## src/rtl/mcu_multi_cycle_core.sv

```systemverilog
// Multi-cycle 16-bit-instruction MCU core: FETCH/DECODE/EXEC/MEM/WB FSM,
// sixteen-entry register file, separate instruction and data ports.
module mcu_multi_cycle_core #(
  parameter int DATA_W  = 16,
  parameter int PC_W    = 16,
  parameter int R0_ZERO = 1
) (
  input  logic              clk,
  input  logic              clear,
  input  logic              run_en,
  output logic [PC_W-1:0]   imem_addr,
  output logic              imem_req,
  input  logic              imem_ack,
  input  logic [15:0]       imem_rdata,
  output logic [DATA_W-1:0] dmem_addr,
  output logic [DATA_W-1:0] dmem_wdata,
  output logic              dmem_we,
  output logic              dmem_req,
  input  logic              dmem_ack,
  input  logic [DATA_W-1:0] dmem_rdata,
  output logic [PC_W-1:0]   pc,
  output logic [15:0]       instr,
  output logic [2:0]        state,
  output logic              halted,
  input  logic [3:0]        dbg_raddr,
  output logic [DATA_W-1:0] dbg_rdata
);

  typedef enum logic [2:0] {
    FETCH  = 3'd0,
    DECODE = 3'd1,
    EXEC   = 3'd2,
    MEM    = 3'd3,
    WB     = 3'd4,
    HALT   = 3'd5
  } state_t;

  localparam logic [3:0] OP_ADD  = 4'h0;
  localparam logic [3:0] OP_SUB  = 4'h1;
  localparam logic [3:0] OP_AND  = 4'h2;
  localparam logic [3:0] OP_OR   = 4'h3;
  localparam logic [3:0] OP_ADDI = 4'h4;
  localparam logic [3:0] OP_LW   = 4'h5;
  localparam logic [3:0] OP_SW   = 4'h6;
  localparam logic [3:0] OP_BNE  = 4'h7;
  localparam logic [3:0] OP_BEQ  = 4'h8;
  localparam logic [3:0] OP_J    = 4'h9;
  localparam logic [3:0] OP_HALT = 4'hF;

  state_t st;

  logic [DATA_W-1:0] regs [16];
  logic [DATA_W-1:0] a_q;
  logic [DATA_W-1:0] b_q;
  logic [DATA_W-1:0] res_q;
  logic [DATA_W-1:0] addr_q;

  logic [3:0] op;
  logic [3:0] rs;
  logic [3:0] rt;
  logic [3:0] rd;

  assign op = instr[15:12];
  assign rs = instr[11:8];
  assign rt = instr[7:4];
  assign rd = instr[3:0];

  logic [DATA_W-1:0] imm_d;
  logic [PC_W-1:0]   imm_p;

  assign imm_d = {{(DATA_W-4){instr[3]}}, instr[3:0]};
  assign imm_p = {{(PC_W-4){instr[3]}}, instr[3:0]};

  logic is_alu;
  logic is_addi;
  logic is_lw;
  logic is_sw;
  logic is_bne;
  logic is_beq;
  logic is_j;

  assign is_alu  = (op == OP_ADD) || (op == OP_SUB) ||
                   (op == OP_AND) || (op == OP_OR);
  assign is_addi = (op == OP_ADDI);
  assign is_lw   = (op == OP_LW);
  assign is_sw   = (op == OP_SW);
  assign is_bne  = (op == OP_BNE);
  assign is_beq  = (op == OP_BEQ);
  assign is_j    = (op == OP_J);

  function automatic logic [DATA_W-1:0] rget(input logic [3:0] i);
    if (R0_ZERO != 0 && i == 4'd0) return '0;
    return regs[i];
  endfunction

  logic [DATA_W-1:0] alu;

  always_comb begin
    alu = a_q + b_q;
    case (op)
      OP_SUB:  alu = a_q - b_q;
      OP_AND:  alu = a_q & b_q;
      OP_OR:   alu = a_q | b_q;
      default: alu = a_q + b_q;
    endcase
  end

  // pc already holds PC+1 once EXEC is reached
  logic [PC_W-1:0] j_tgt;

  always_comb begin
    j_tgt       = pc;
    j_tgt[11:0] = instr[11:0];
  end

  logic [3:0] wb_dst;
  logic       wb_ok;

  assign wb_dst = is_alu ? rd : rt;
  assign wb_ok  = !(R0_ZERO != 0 && wb_dst == 4'd0);

  always_ff @(posedge clk or posedge clear) begin
    if (clear) begin
      st     <= FETCH;
      pc     <= '0;
      instr  <= '0;
      a_q    <= '0;
      b_q    <= '0;
      res_q  <= '0;
      addr_q <= '0;
      for (int i = 0; i < 16; i++) regs[i] <= '0;
    end else if (run_en) begin
      case (st)
        FETCH: begin
          if (imem_ack) begin
            instr <= imem_rdata;
            pc    <= pc + 1'b1;
            st    <= DECODE;
          end
        end
        DECODE: begin
          a_q <= rget(rs);
          b_q <= rget(rt);
          st  <= (op == OP_HALT) ? HALT : EXEC;
        end
        EXEC: begin
          st <= FETCH;
          unique case (1'b1)
            is_alu: begin
              res_q <= alu;
              st    <= WB;
            end
            is_addi: begin
              res_q <= a_q + imm_d;
              st    <= WB;
            end
            is_lw, is_sw: begin
              addr_q <= a_q + imm_d;
              st     <= MEM;
            end
            is_bne: if (a_q != b_q) pc <= pc + imm_p;
            is_beq: if (a_q == b_q) pc <= pc + imm_p;
            is_j:   pc <= j_tgt;
            default: ;
          endcase
        end
        MEM: begin
          if (dmem_ack) begin
            if (is_lw) begin
              res_q <= dmem_rdata;
              st    <= WB;
            end else begin
              st <= FETCH;
            end
          end
        end
        WB: begin
          if (wb_ok) regs[wb_dst] <= res_q;
          st <= FETCH;
        end
        HALT: st <= HALT;
        default: st <= FETCH;
      endcase
    end
  end

  // Requests decode straight from the state register, so clear drops them at once
  assign imem_req   = (st == FETCH);
  assign imem_addr  = pc;
  assign dmem_req   = (st == MEM);
  assign dmem_we    = (st == MEM) && is_sw;
  assign dmem_addr  = addr_q;
  assign dmem_wdata = b_q;
  assign halted     = (st == HALT);
  assign state      = st;
  assign dbg_rdata  = rget(dbg_raddr);

endmodule

```

## config.mk

```make
export PLATFORM = sky130hd
export DESIGN_NAME = mcu_multi_cycle_core
export DESIGN_NICKNAME = d
export VERILOG_FILES = /design/src/rtl/mcu_multi_cycle_core.sv
export SDC_FILE = /design/constraint.sdc
export NUM_CORES = 1
export LEC_CHECK = 0
export BUFFER_PORTS_ARGS = -buffer_cell sky130_fd_sc_hd__buf_2
export CAP_MARGIN = 25
export CORE_MARGIN = 2
export CORE_UTILIZATION = 60
export DETAILED_ROUTE_END_ITERATION = 10
export HOLD_SLACK_MARGIN = 0.15
export PLACE_DENSITY = 0.78
export SLEW_MARGIN = 0
export SYNTH_ARGS = -nofsm -noshare
export SYNTH_HDL_FRONTEND = slang
export SYNTH_SLANG_ARGS = --single-unit
```

## constraint.sdc

```tcl
create_clock -name clk -period 32.1 [get_ports clk]
set_input_delay 6.42 -clock clk [delete_from_list [all_inputs] [get_ports clk]]
set_output_delay 6.42 -clock clk [all_outputs]
set_load 0.005 [all_outputs]
```

Word level (Yosys, flattened, before mapping)
Cells that the tools add are included.
{"block": "word_totals", "output_inout_bits": 103, "inputBits": 41, "regBits": 355, "wordCells": 132}
{"block": "op_classes", "muxes": 42, "n_reduce_logical": 23, "addsub": 5, "n_eq_ne": 26, "bitwise": 7, "order_cmp": 5}
{"cell": "16-bit two-way mux", "count": 18}
{"cell": "256-bit bitwise mux", "count": 1}
{"cell": "16-bit binary-select mux with 4-bit select", "count": 3}
{"cell": "16-bit one-hot mux with 2 select lines", "count": 3}
{"cell": "16-bit one-hot mux with 3 select lines", "count": 2}
{"cell": "16-bit demux with 4-bit select", "count": 1}
{"cell": "16-bit adder", "count": 3}
{"cell": "5-bit >= comparator, second input constant", "count": 4}
{"cell": "4-bit zero test", "count": 5}
{"cell": "4-bit inverter with 5-bit output", "count": 4}
{"cell": "16-bit by 1-bit adder with 16-bit output, second input constant", "count": 1}
{"cell": "16-bit bitwise AND", "count": 1}
{"cell": "16-bit == test", "count": 1}
{"cell": "4-bit by 3-bit == test with 1-bit output, second input constant", "count": 4}
{"cell": "16-bit != test", "count": 1}
{"cell": "16-bit OR", "count": 1}
{"cell": "16-bit subtractor", "count": 1}
{"cell": "3-bit one-hot mux with 5 select lines", "count": 1}
{"cell": "4-bit == test, second input constant", "count": 3}
{"cell": "3-bit two-way mux", "count": 4}
{"cell": "3-bit != test, second input constant", "count": 4}
{"cell": "3-bit AND reduction", "count": 4}
{"cell": "4-bit by 2-bit == test with 1-bit output, second input constant", "count": 2}
{"cell": "1-bit two-way mux", "count": 7}
{"cell": "other kinds (20)", "count": 29}

Depth between registers and ports, before layout
Gate-level depths: netlist of run 1.
{"block": "logic_depth", "depth_word": 11, "ltp_mapped": 13, "ltp_nobuf": 13}

Worst setup path after synthesis of run 1
Ideal clock, no wire load.
{"block": "synth_path", "path_kind": "input -> output", "start": "input port dbg_raddr[0]", "end": "output port dbg_rdata[0]", "n_path_buf": 2, "required_time_ps": 25680, "path_slack_ps": 17416, "t_arrival_ps": 8264, "cell_stages": 5, "cell_sequence": "clkbuf_1 > buf_2 > mux4_2 > mux4_2 > nor2b_1"}
{"block": "synth_between", "elab_chain_len": 5, "word_cells_on_any_way": 7, "classes_between": "mux (5); bitwise (1); reduce/logical (1)"}
{"item": "start, declared", "line_no": "25", "source": "input logic [3:0] dbg_raddr,"}
{"item": "4-bit inverter with 5-bit output (not written as such)", "line_no": "93", "source": "return regs[i];"}
{"item": "16-bit binary-select mux with 4-bit select", "line_no": "93"}
{"item": "16-bit two-way mux (not written as such) (2 in a row)", "line_no": "93"}
{"item": "16-bit two-way mux (*)", "line_no": "93"}
{"item": "end, declared", "line_no": "26", "source": "output logic [DATA_W-1:0] dbg_rdata"}
Mark *: on every way between the ends. The rest lies on a longest branch, timed or not. The select of a mux whose other input is x is not followed.

Final worst setup path of run 1
{"block": "layout_path", "start": "input port dbg_raddr[0]", "end": "output port dbg_rdata[14]"}
Same word-level chain as after synthesis.

==> results of run 1 <==
-- layout make-up --
class / instances / area share (%)
Clock buffer: 53 / 4.29
Tap cell: 518 / 2.48
Timing Repair Buffer: 180 / 4.18
Multi-Input combinational cell: 1310 / 52.4
Inverter: 91 / 1.34
Sequential cell: 355 / 34.1
Clock inverter: 19 / 1.21
-- metrics by stage --
step / cell area, µm² / hold slack (ns) / setup WS, ns / util (%)
4_1_cts: 26000 / 0.420 / 16.59 / 67.2
3_5_place_dp: 24600 / 0.406 / 16.61 / 63.5
5_1_grt: 26100 / 0.442 / 16.43 / 67.4
3_3_place_gp: 24500 / 0.398 / 16.68 / 63.3
2_1_floorplan: 23600 / 0.458 / 15.83 / -
6_report: 26100 / 0.425 / 16.67 / 67.4
-- sequential cells by signal, summed over array words and instances, names as in the netlist --
| name | count |
|---|---|
| regs | 256 |
| state | 3 |
| dmem_wdata | 16 |
| a_q | 16 |
| imem_addr | 16 |
| res_q | 16 |
| dmem_addr | 16 |
| instr | 16 |
-- worst min-delay path by stage --
| stage | start | to | slack, ns |
|---|---|---|---|
| global route | regs[244] | regs[244] | 0.44 |
| CTS | regs[253] | regs[253] | 0.42 |
| floorplan | regs[240] | regs[240] | 0.46 |
| detailed placement | regs[244] | regs[244] | 0.41 |
| global placement | regs[243] | regs[243] | 0.40 |
| finish | regs[250] | regs[250] | 0.43 |
-- power groups by stage --
stage / Clock [mW] / Combinational, mW / Sequential (mW)
5_1_grt: 0.527 / 1.27 / 0.811
3_3_place_gp: 0 / 1.12 / 0.774
2_1_floorplan: 0 / 0.916 / 0.674
4_1_cts: 0.508 / 1.16 / 0.783
6_report: 0.503 / 1.18 / 0.791
3_5_place_dp: 0 / 1.15 / 0.788
-- placed cells by master (no fill, tap or decap), types with 40 or more instances in the layout --
cell	instances
sky130_fd_sc_hd__o21ai_0	82
sky130_fd_sc_hd__dfrtp_1	350
sky130_fd_sc_hd__a21oi_1	88
sky130_fd_sc_hd__clkbuf_16	40
sky130_fd_sc_hd__mux2_2	266
sky130_fd_sc_hd__inv_1	88
sky130_fd_sc_hd__ha_1	78
sky130_fd_sc_hd__o22ai_1	40
sky130_fd_sc_hd__mux4_2	240
sky130_fd_sc_hd__nor2_1	94
sky130_fd_sc_hd__nand2_1	75
sky130_fd_sc_hd__buf_2	142
-- layer usage --
metal,up-vias,part of all wire (%),GRT usage (%)
met2,1032,47,54.6
met1,8965,39,46.9
met4,0,4.8,16.3
met3,224,9.0,6.24
li1,7443,-,-
met5,-,0,0
-- kinds of logic (layout without fill, tap and decap cells) --
kind of cell	count (synthesis)	after routing	synth area share, %
flip-flops	355	355	37.6
adder cells (fa/ha/maj)	82	82	4.47
buffers and inverters	264	343	4.68
multiplexers	510	510	35.8
XOR/XNOR	31	31	1.15
AO/OA/AOI/OAI	350	350	9.42
AND/OR/NAND/NOR	337	337	6.92
==> flow_results.org, run 1 <==
** Status
- The flow ran to the end, and the final reports show no timing, DRC or antenna violations.

** Pwr
- Net load switching power :: around 1.0 mW
- Power spread over the standard cell area amounts to 94.7 mW/mm².
- Per report_power, the combinational group accounts for a little under half of the total.
- The clock network is responsible for 20.3% of the overall power.
- Net switching is 42.1% of the power.
- Cell-internal power :: ~1.4 mW
- The completed layout was analyzed and its total power is 2.47 mW.
- Sequential group share of total power :: 32.0%
- Leakage :: around 12 nW
- IR analysis of the VDD net gives a maximum drop of around 58 µV.

** Critical path
- The most critical setup path has its endpoint at dbg_rdata[14].
- On the critical path the largest part of the delay comes from buffers and inverters.
- Slowest stage delay, CP :: 0.65 ns
- The worst register-to-register path ends at regs[230].
- The worst setup path is launched from an input pin.
- Required time at the worst-slack endpoint :: between 20 and 30 ns
- Cell-by-cell trace of the critical path :: buf_4 -> buf_4 -> mux4_2 -> mux4_2 -> nor2b_1 -> buf_2
- Origin of the critical flop-to-flop path :: instr[4]
- Along the worst path, the maximum fanout reaches 33.
- Worst Reg2Reg Path Length in Cells :: 6
- STA puts the critical path data arrival time at 9.01 ns.
- Startpoint of the worst setup timing path :: dbg_raddr[0]
- Together, buffers and inverters on the worst path number 3.
- For this design, the slowest cell found on the critical path is sky130_fd_sc_hd__buf_4.
- The worst setup path is of the input pin to output port kind.
- The critical path crosses 6 cells after its start point.
- Kind of end point of the critical path :: output port
- Slack of the worst reg-to-reg path :: roughly 28 ns

** Logic synthesis
- After synthesis the cells add up to 0.0236 mm².
- Post-synthesis sequential area ratio :: 37.6%
- Average cell area after synthesis :: between 10 and 15 µm²
- Yosys top cell by area :: sky130_fd_sc_hd__dfrtp_1
- Leading cell type by number of instances after synthesis :: sky130_fd_sc_hd__dfrtp_1
- Of the post-synthesis cell area, the dominant cell type holds 37.6%.
- Post-synth top cells :: sky130_fd_sc_hd__dfrtp_1 (355), sky130_fd_sc_hd__mux2_2 (266), sky130_fd_sc_hd__mux4_2 (240), sky130_fd_sc_hd__clkbuf_1 (103), sky130_fd_sc_hd__nor2_1 (99)
- Unique cell type count in the Yosys netlist :: 72
- Counting flops and latches in the post-synthesis netlist gives 355.
- After technology mapping, the gate count stands at around 1900.
- Async set-or-reset flop fraction in the synthesized netlist :: 100%
- The number of nets handed over by synthesis was around 2100.
- Ys flop type :: sky130_fd_sc_hd__dfrtp_1
- By area the synthesized netlist is led by sky130_fd_sc_hd__dfrtp_1 (38%), sky130_fd_sc_hd__mux4_2 (23%), sky130_fd_sc_hd__mux2_2 (13%), sky130_fd_sc_hd__ha_1 (4.1%), sky130_fd_sc_hd__a21oi_1 (1.9%).
- Counting flops with a built-in enable in the synthesized netlist gives 0.
- Number of synthesis warnings :: 0

** Global route
- Entering global routing, the biggest net connects 150 pins.
- Initial antenna violation count :: 1
- Via count of the first global-routing pass :: ~18000
- Global-route wire length before repair :: 107000 µm
- Global routing used 34.5% of the available tracks.
- GR Overflow Total :: 0

** Timing
- Timing-limited maximum frequency :: approximately 65 MHz
- Transition time at the pin with the least slew margin :: 1.03 ns
- Setup repair after global routing left no endpoint under its margin.
- The hold violation total from the final report is 0.
- The max-slew violation count came to 0.
- Measured against its own limit, the worst slew margin works out to between 30% and 40%.
- Between clock sinks in the finished design, the worst skew comes to 0.0167 ns.
- Setup Viol. Count Final :: 0
- Shortest clock period the worst path allows after layout :: 15.43 ns
- Final critical-path share of the clock period :: 48.1%
- Sum Neg Setup Slack :: 0 ns

** Detailed routing
- DRC violations left :: 0
- Total wire length after detailed routing :: 69200 µm
- Dividing the detail-routed wire length by the instance count gives about 27 µm.
- Final ANT Viol Nets :: 0
- The routed layout has 17700 vias.
- After detailed routing, the number of vias per cell comes to 6.99.
- The detailed router finished its first iteration with 1911 violations.
- The pre-antenna-repair detailed-routing pass consisted of 8 iterations.

** Floorplanning
- The die is approximately 200 µm tall.
- Width of the die :: 202 µm
- IO Pins :: roughly 140
- Die outline area :: 0.0410 mm²
- Initial standard-cell utilization of the core :: 61.0%
- Row count :: 72
- The total area inside the core boundary comes to around 0.039 mm².

** Placement
- Number of buffers inserted by port buffering :: 143
- Placed instance count :: 2451
- Final weighted congestion in routability-driven placement :: slightly above 0.9
- HPWL Detailed :: approximately 45000 µm

** CTS
- After clock tree synthesis, the flow added hold-fix buffers numbering 0.
- Worst-Skew Late Latency :: between 0.5 and 0.6 ns
- After clock tree synthesis, the repair step resized 0 gates.
- Clock tree synthesis selected as its root buffer the cell sky130_fd_sc_hd__clkbuf_16.
- Clock tree synthesis inserted a total of 39 buffers.
- TritonCTS clock tree :: done
- Clock-pin slew was measured on the worst setup and hold paths at 0.06 ns.
- Clock tree synthesis found a total of approximately 360 sinks.
- Maximum level of the CTS H-tree :: 2
- CTS Buffer Depth :: 3
- In this run the post-CTS setup repair buffer count came out at 0.

** Final layout
- From synthesis to final layout, the design area changed by 10.5%.
- Number of nets in the final layout :: 2100
- Cells with a size suffix above 1 make up 38.9% of the layout.
- FF+latch area :: 0.00889 mm²
- Summing all multi-input logic gate instances after layout gives ~0.014 mm².
- Count of inserted antenna diode cells :: 0
- Fillers :: 2763
- Finished Layout Cells :: 2526

** Job
- The tool flagged a number of max-cap violations equal to 0.

** Worst hold path
- The worst hold path was traced through 0 stages.
- The min-delay analysis places its worst path in the category register to register.
(Power assumes the default switching activity.)
==> run 2, diff against run 1 <==
--- a/config.mk
+++ b/config.mk
@@ -5,13 +5,14 @@
 export SDC_FILE = /design/constraint.sdc
 export NUM_CORES = 1
 export LEC_CHECK = 0
+export ABC_AREA = 1
 export BUFFER_PORTS_ARGS = -buffer_cell sky130_fd_sc_hd__buf_2
 export CAP_MARGIN = 25
 export CORE_MARGIN = 2
-export CORE_UTILIZATION = 60
+export CORE_UTILIZATION = 57
 export DETAILED_ROUTE_END_ITERATION = 10
 export HOLD_SLACK_MARGIN = 0.15
-export PLACE_DENSITY = 0.78
+export PLACE_DENSITY = 0.77
 export SLEW_MARGIN = 0
 export SYNTH_ARGS = -nofsm -noshare
 export SYNTH_HDL_FRONTEND = slang
==> constraint.sdc (replaced) <==
create_clock -name clk -period 14 [get_ports clk]
set_input_delay 2.8 -clock clk [delete_from_list [all_inputs] [get_ports clk]]
set_output_delay 2.8 -clock clk [all_outputs]
set_load 0.005 [all_outputs]
==> flow_results.org, run 2 <==
** Logic synthesis
- Register bit total from synthesis :: 355 (unchanged)
- Async set-or-reset flop fraction in the synthesized netlist :: 100% (unchanged)
- The commonest cells after synthesis are sky130_fd_sc_hd__nand2_1 (842), sky130_fd_sc_hd__o21ai_0 (616), sky130_fd_sc_hd__dfrtp_1 (355), sky130_fd_sc_hd__inv_1 (293), sky130_fd_sc_hd__nor2_1 (279).
- Unique cell type count in the Yosys netlist :: 47 (-35%)
- The number of cells produced by synthesis is 3656 (+90%).
- The proportion of synthesized chip area in sequential cells is 35.7% (-1.9 points).
- Leading cell type by number of instances after synthesis :: sky130_fd_sc_hd__nand2_1
- Share of the synthesized area in the top cell type :: 35.7% (-1.9 points)
- Top cells by area, synth :: sky130_fd_sc_hd__dfrtp_1 (36%), sky130_fd_sc_hd__nand2_1 (13%), sky130_fd_sc_hd__o21ai_0 (12%), sky130_fd_sc_hd__a21oi_1 (5.4%), sky130_fd_sc_hd__nand3_1 (4.5%)
- The net count of the mapped netlist is 3779 (+84%).
- Netlist area before placement :: 0.0249 mm² (+5.3%)
- Ys flop type :: sky130_fd_sc_hd__dfrtp_1
- Yosys top cell by area :: sky130_fd_sc_hd__dfrtp_1
- The synthesized area per cell is 6.80 µm² (-44%).
- Number of synthesis warnings :: 0 (unchanged)
- Number of enable flip-flop cells after synthesis :: 0 (unchanged)

** Detailed routing
- The via count normalized by instance count was 6.07 (-13%).
- The final routed wire length divided by cell count was 19.8 µm (-28%).
- The number of antenna-violating nets in the routed design came to 0 (unchanged).
- The detailed-route wire length was 83800 µm (+21%).
- The starting DRC count in detailed routing was 3269 (+71%).
- The DRC violation count after routing was 0 (unchanged).
- The count of vias placed by the detailed router is 25600 (+45%).
- Drt first pass iters :: 6 (-2)

** Pwr
- Leakage :: 12.4 nW (+7.5%)
- Combinational share of power :: 53.7% (+6.0 points)
- Cell-internal power :: 2.92 mW (+100%)
- Design Power :: 5.94 mW (+140%)
- The worst IR drop on VDD came to 134 µV (+130%).
- The switching power came to 3.02 mW (+190%).
- Power per unit of standard cell area :: 222 mW/mm² (+130%)
- The share of total power consumed by net switching was 50.8% (+8.7 points).
- Clock network fraction of total power :: 18.2% (-2.1 points)
- The share of total power in sequential cells came to 28.1% (-3.9 points).

** Global route
- The maximum number of pins on one net before global-route repair was 168 (+12%).
- The global-route wire length before repair is 130000 µm (+21%).
- The overall global routing resource usage came to 36.9% (+2.3 points).
- The number of antenna violations at the first check in global routing was 3 (+2).
- The number of global-route vias before repair was 23000 (+29%).
- The overall overflow remaining after global route is 0 (unchanged).

** Floorplanning
- Die outline area :: 0.0453 mm² (+11%)
- The initial core utilization was 57.7% (-3.2 points).
- Die Span Y :: 213 µm (+5.2%)
- The core area came to 0.0431 mm² (+11%).
- IO Pins :: 144 (unchanged)
- The horizontal extent of the die was 213 µm (+5.2%).
- Row count :: 76 (+5.6%)

** Worst hold path
- Startpoint of the most critical hold path :: regs[244]
- The path class of the tightest hold or removal check is register to register.
- The cell count of the worst hold path is 0 (unchanged).

** CTS
- TritonCTS built the clock tree.
- CTS-repair resized insts :: 0 (unchanged)
- CTS Buffer Depth :: 3 (unchanged)
- The number of sinks on the clock net came to 355 (unchanged).
- The post-CTS setup buffer count is 0 (unchanged).
- CTS placed an instance of sky130_fd_sc_hd__clkbuf_16 at the clock tree root.
- The deepest level of the CTS H-tree is 2 (unchanged).
- The number of buffers added to fix hold violations after cts came to 0 (unchanged).
- The clock latency of the later-clocked register in the worst-skew pair was 0.58 ns (about the same).
- TritonCTS buffer count :: 41 (+5.1%)
- Reg clk slew, reported paths :: 0.05 ns (about the same)

** Critical path
- In this run the critical register-to-register path is launched from instr[8].
- Startpoint of the worst setup timing path :: dbg_raddr[2]
- The worst path arrival time is 5.98 ns (-3.03 ns).
- Startpoint types :: input pin
- Required time at the worst-slack endpoint :: 11.20 ns (-14.48 ns)
- Worst Reg2Reg Path Length in Cells :: 9 (+3)
- The delay of the slowest cell on the worst path came to 0.71 ns (+0.06 ns).
- The slowest stage of the critical path is the sky130_fd_sc_hd__nor2_1 cell.
- Largest fanout on the critical path :: 19 (-42%)
- The critical path is of the input pin to output port type.
- Kind of end point of the critical path :: output port
- Cell-by-cell trace of the critical path :: buf_2 -> clkinv_1 -> buf_4 -> nor2_1 -> buf_4 -> nand2_1 -> a31oi_1 -> buf_2

** Final layout
- The net total in the final layout was 3732 (+78%).
- The library cell used most frequently in the layout, excluding fill and tap cells, is sky130_fd_sc_hd__nand2_1.
- Flip-flop count of the largest register, all copies and words added :: 256 (unchanged)
- The post-layout utilization of the core was 62.2% (-5.2 points).
- FF+latch area :: 0.00890 mm² (about the same)
- The count of fill cells added during filler insertion was 4066 (+47%).
- The total area of multi-input combinational cells was 0.0136 mm² (-0.35%).
- The share of layout cells above drive strength 1 is 9.18% (-30 points).
- The area of all placed cells without fillers was 0.0268 mm² (+2.7%).
- From synthesis to final layout, the design area changed by 7.77%.
- Most flops, register :: regs
- Most frequent cells in the layout :: sky130_fd_sc_hd__nand2_1 (842), sky130_fd_sc_hd__o21ai_0 (616), sky130_fd_sc_hd__dfrtp_1 (351)

** Timing
- Timing-limited maximum frequency :: 114 MHz
- Final Hold Violating Endpoints :: 0 (unchanged)
- The worst clock skew on the final layout came to 0.0213 ns (+0.00458 ns).
- Final worst setup slack :: 5.22 ns (-11.45 ns)
- Sum Neg Setup Slack :: 0 ns (unchanged)
- Setup Viol. Count Final :: 0 (unchanged)
- The clock period could shrink to approximately 8.8 ns.
- The measured slew at the worst slew-check pin is 1.06 ns (+0.0283 ns).
- The final critical path takes up 62.7% of the cycle.
- The max-slew violation count was 0 (unchanged).
- Setup repair after global routing left no endpoint under its margin.
- Worst-case headroom to the max-slew limit :: 29.4% (-1.6 points)

** Placement
- HPWL Detailed :: 54000 µm (+21%)
- The routability congestion estimate from global placement was 0.999 (+7.8%).
- The number of buffers inserted by port buffering was 143 (unchanged).
- DP Worst Slack :: 5.50 ns (-11.11 ns)
- Post-placement cell area :: 0.0255 mm² (+3.4%)

** Job
- Count of max-cap constraint violations :: 0 (unchanged)

** Status
- The run finished with clean final reports.
==> run 2: cell count changes after synthesis, sizes merged, moves of 22 or more <==
| cell | delta |
|---|---|
| nand3 | +201 |
| o21ai | +684 |
| mux4 | -240 |
| o211ai | +86 |
| nand2b | -22 |
| clkbuf | +98 |
| nor2 | +185 |
| inv | +212 |
| o22ai | -30 |
| nor2b | -35 |
| nand2 | +778 |
| mux2 | -262 |
| a21oi | +179 |
==> run 2: metal layers <==
layer / GRT usage, % / vias to the layer above / wire length (µm)
met5: 0 / - / 27
met4: 17.5 / 4 / 3990
met3: 8.74 / 285 / 9990
met2: 55.2 / 1449 / 35800
met1: 50.4 / 11800 / 34000
li1: - / 12100 / -
==> run 2: power groups by stage <==
| stage | Combinational (mW) | Clock [mW] | Sequential, mW |
|---|---|---|---|
| 5_1_grt | 3.54 | 1.13 | 1.70 |
| 3_3_place_gp | 3.04 | 0 | 1.66 |
| 3_5_place_dp | 3.08 | 0 | 1.66 |
| 4_1_cts | 3.10 | 1.09 | 1.65 |
| 2_1_floorplan | 2.29 | 0 | 1.50 |
| 6_report | 3.19 | 1.08 | 1.67 |
==> run 2: critical path, delay by kind of cell <==
kind,cells,cell delay [ns]
buf+inv,5,1.91
simple gates,2,0.78
compound gates,1,0.46
==> run 2: cell type report <==
type                       instances  area share [%]
inverter                         306            4.31
antenna                            1         0.00933
clock inverter                    12           0.537
timing repair buffer             184            3.93
multi-input combinational       2721            50.9
clock buffer                      61            4.41
tap                              585            2.73
sequential                       355            33.2
==> run 2: stage by stage <==
| step | hold slack, ns | std cells |
|---|---|---|
| finish | 0.410 | 4225 |
| global route | 0.425 | 4224 |
| CTS | 0.411 | 4222 |
| detailed placement | 0.399 | 4149 |
| global placement | 0.397 | 4149 |
| floorplan | 0.449 | 3656 |
==> run 2: cell families after synthesis <==
group | count (synthesis) | share of synthesized area, %
muxes | 5 | 0.226
adders and majority gates | 82 | 4.25
xor gates and xnor gates | 17 | 0.599
and+or+nand+nor | 1421 | 23.6
AOI/OAI and AO/OA | 1196 | 26.1
buffers and inverters | 580 | 9.48
DFF | 355 | 35.7
==> run 2: worst paths after layout <==
path                       slack [ns]      endpoint
setup / recovery                 5.22  dbg_rdata[1]
hold / removal                   0.41     regs[244]
setup reg to reg                10.54       a_q[13]
hold reg to reg                  0.41     regs[244]
max in group asynchronous       10.05     regs[126]
min in group asynchronous        2.43  imem_addr[9]
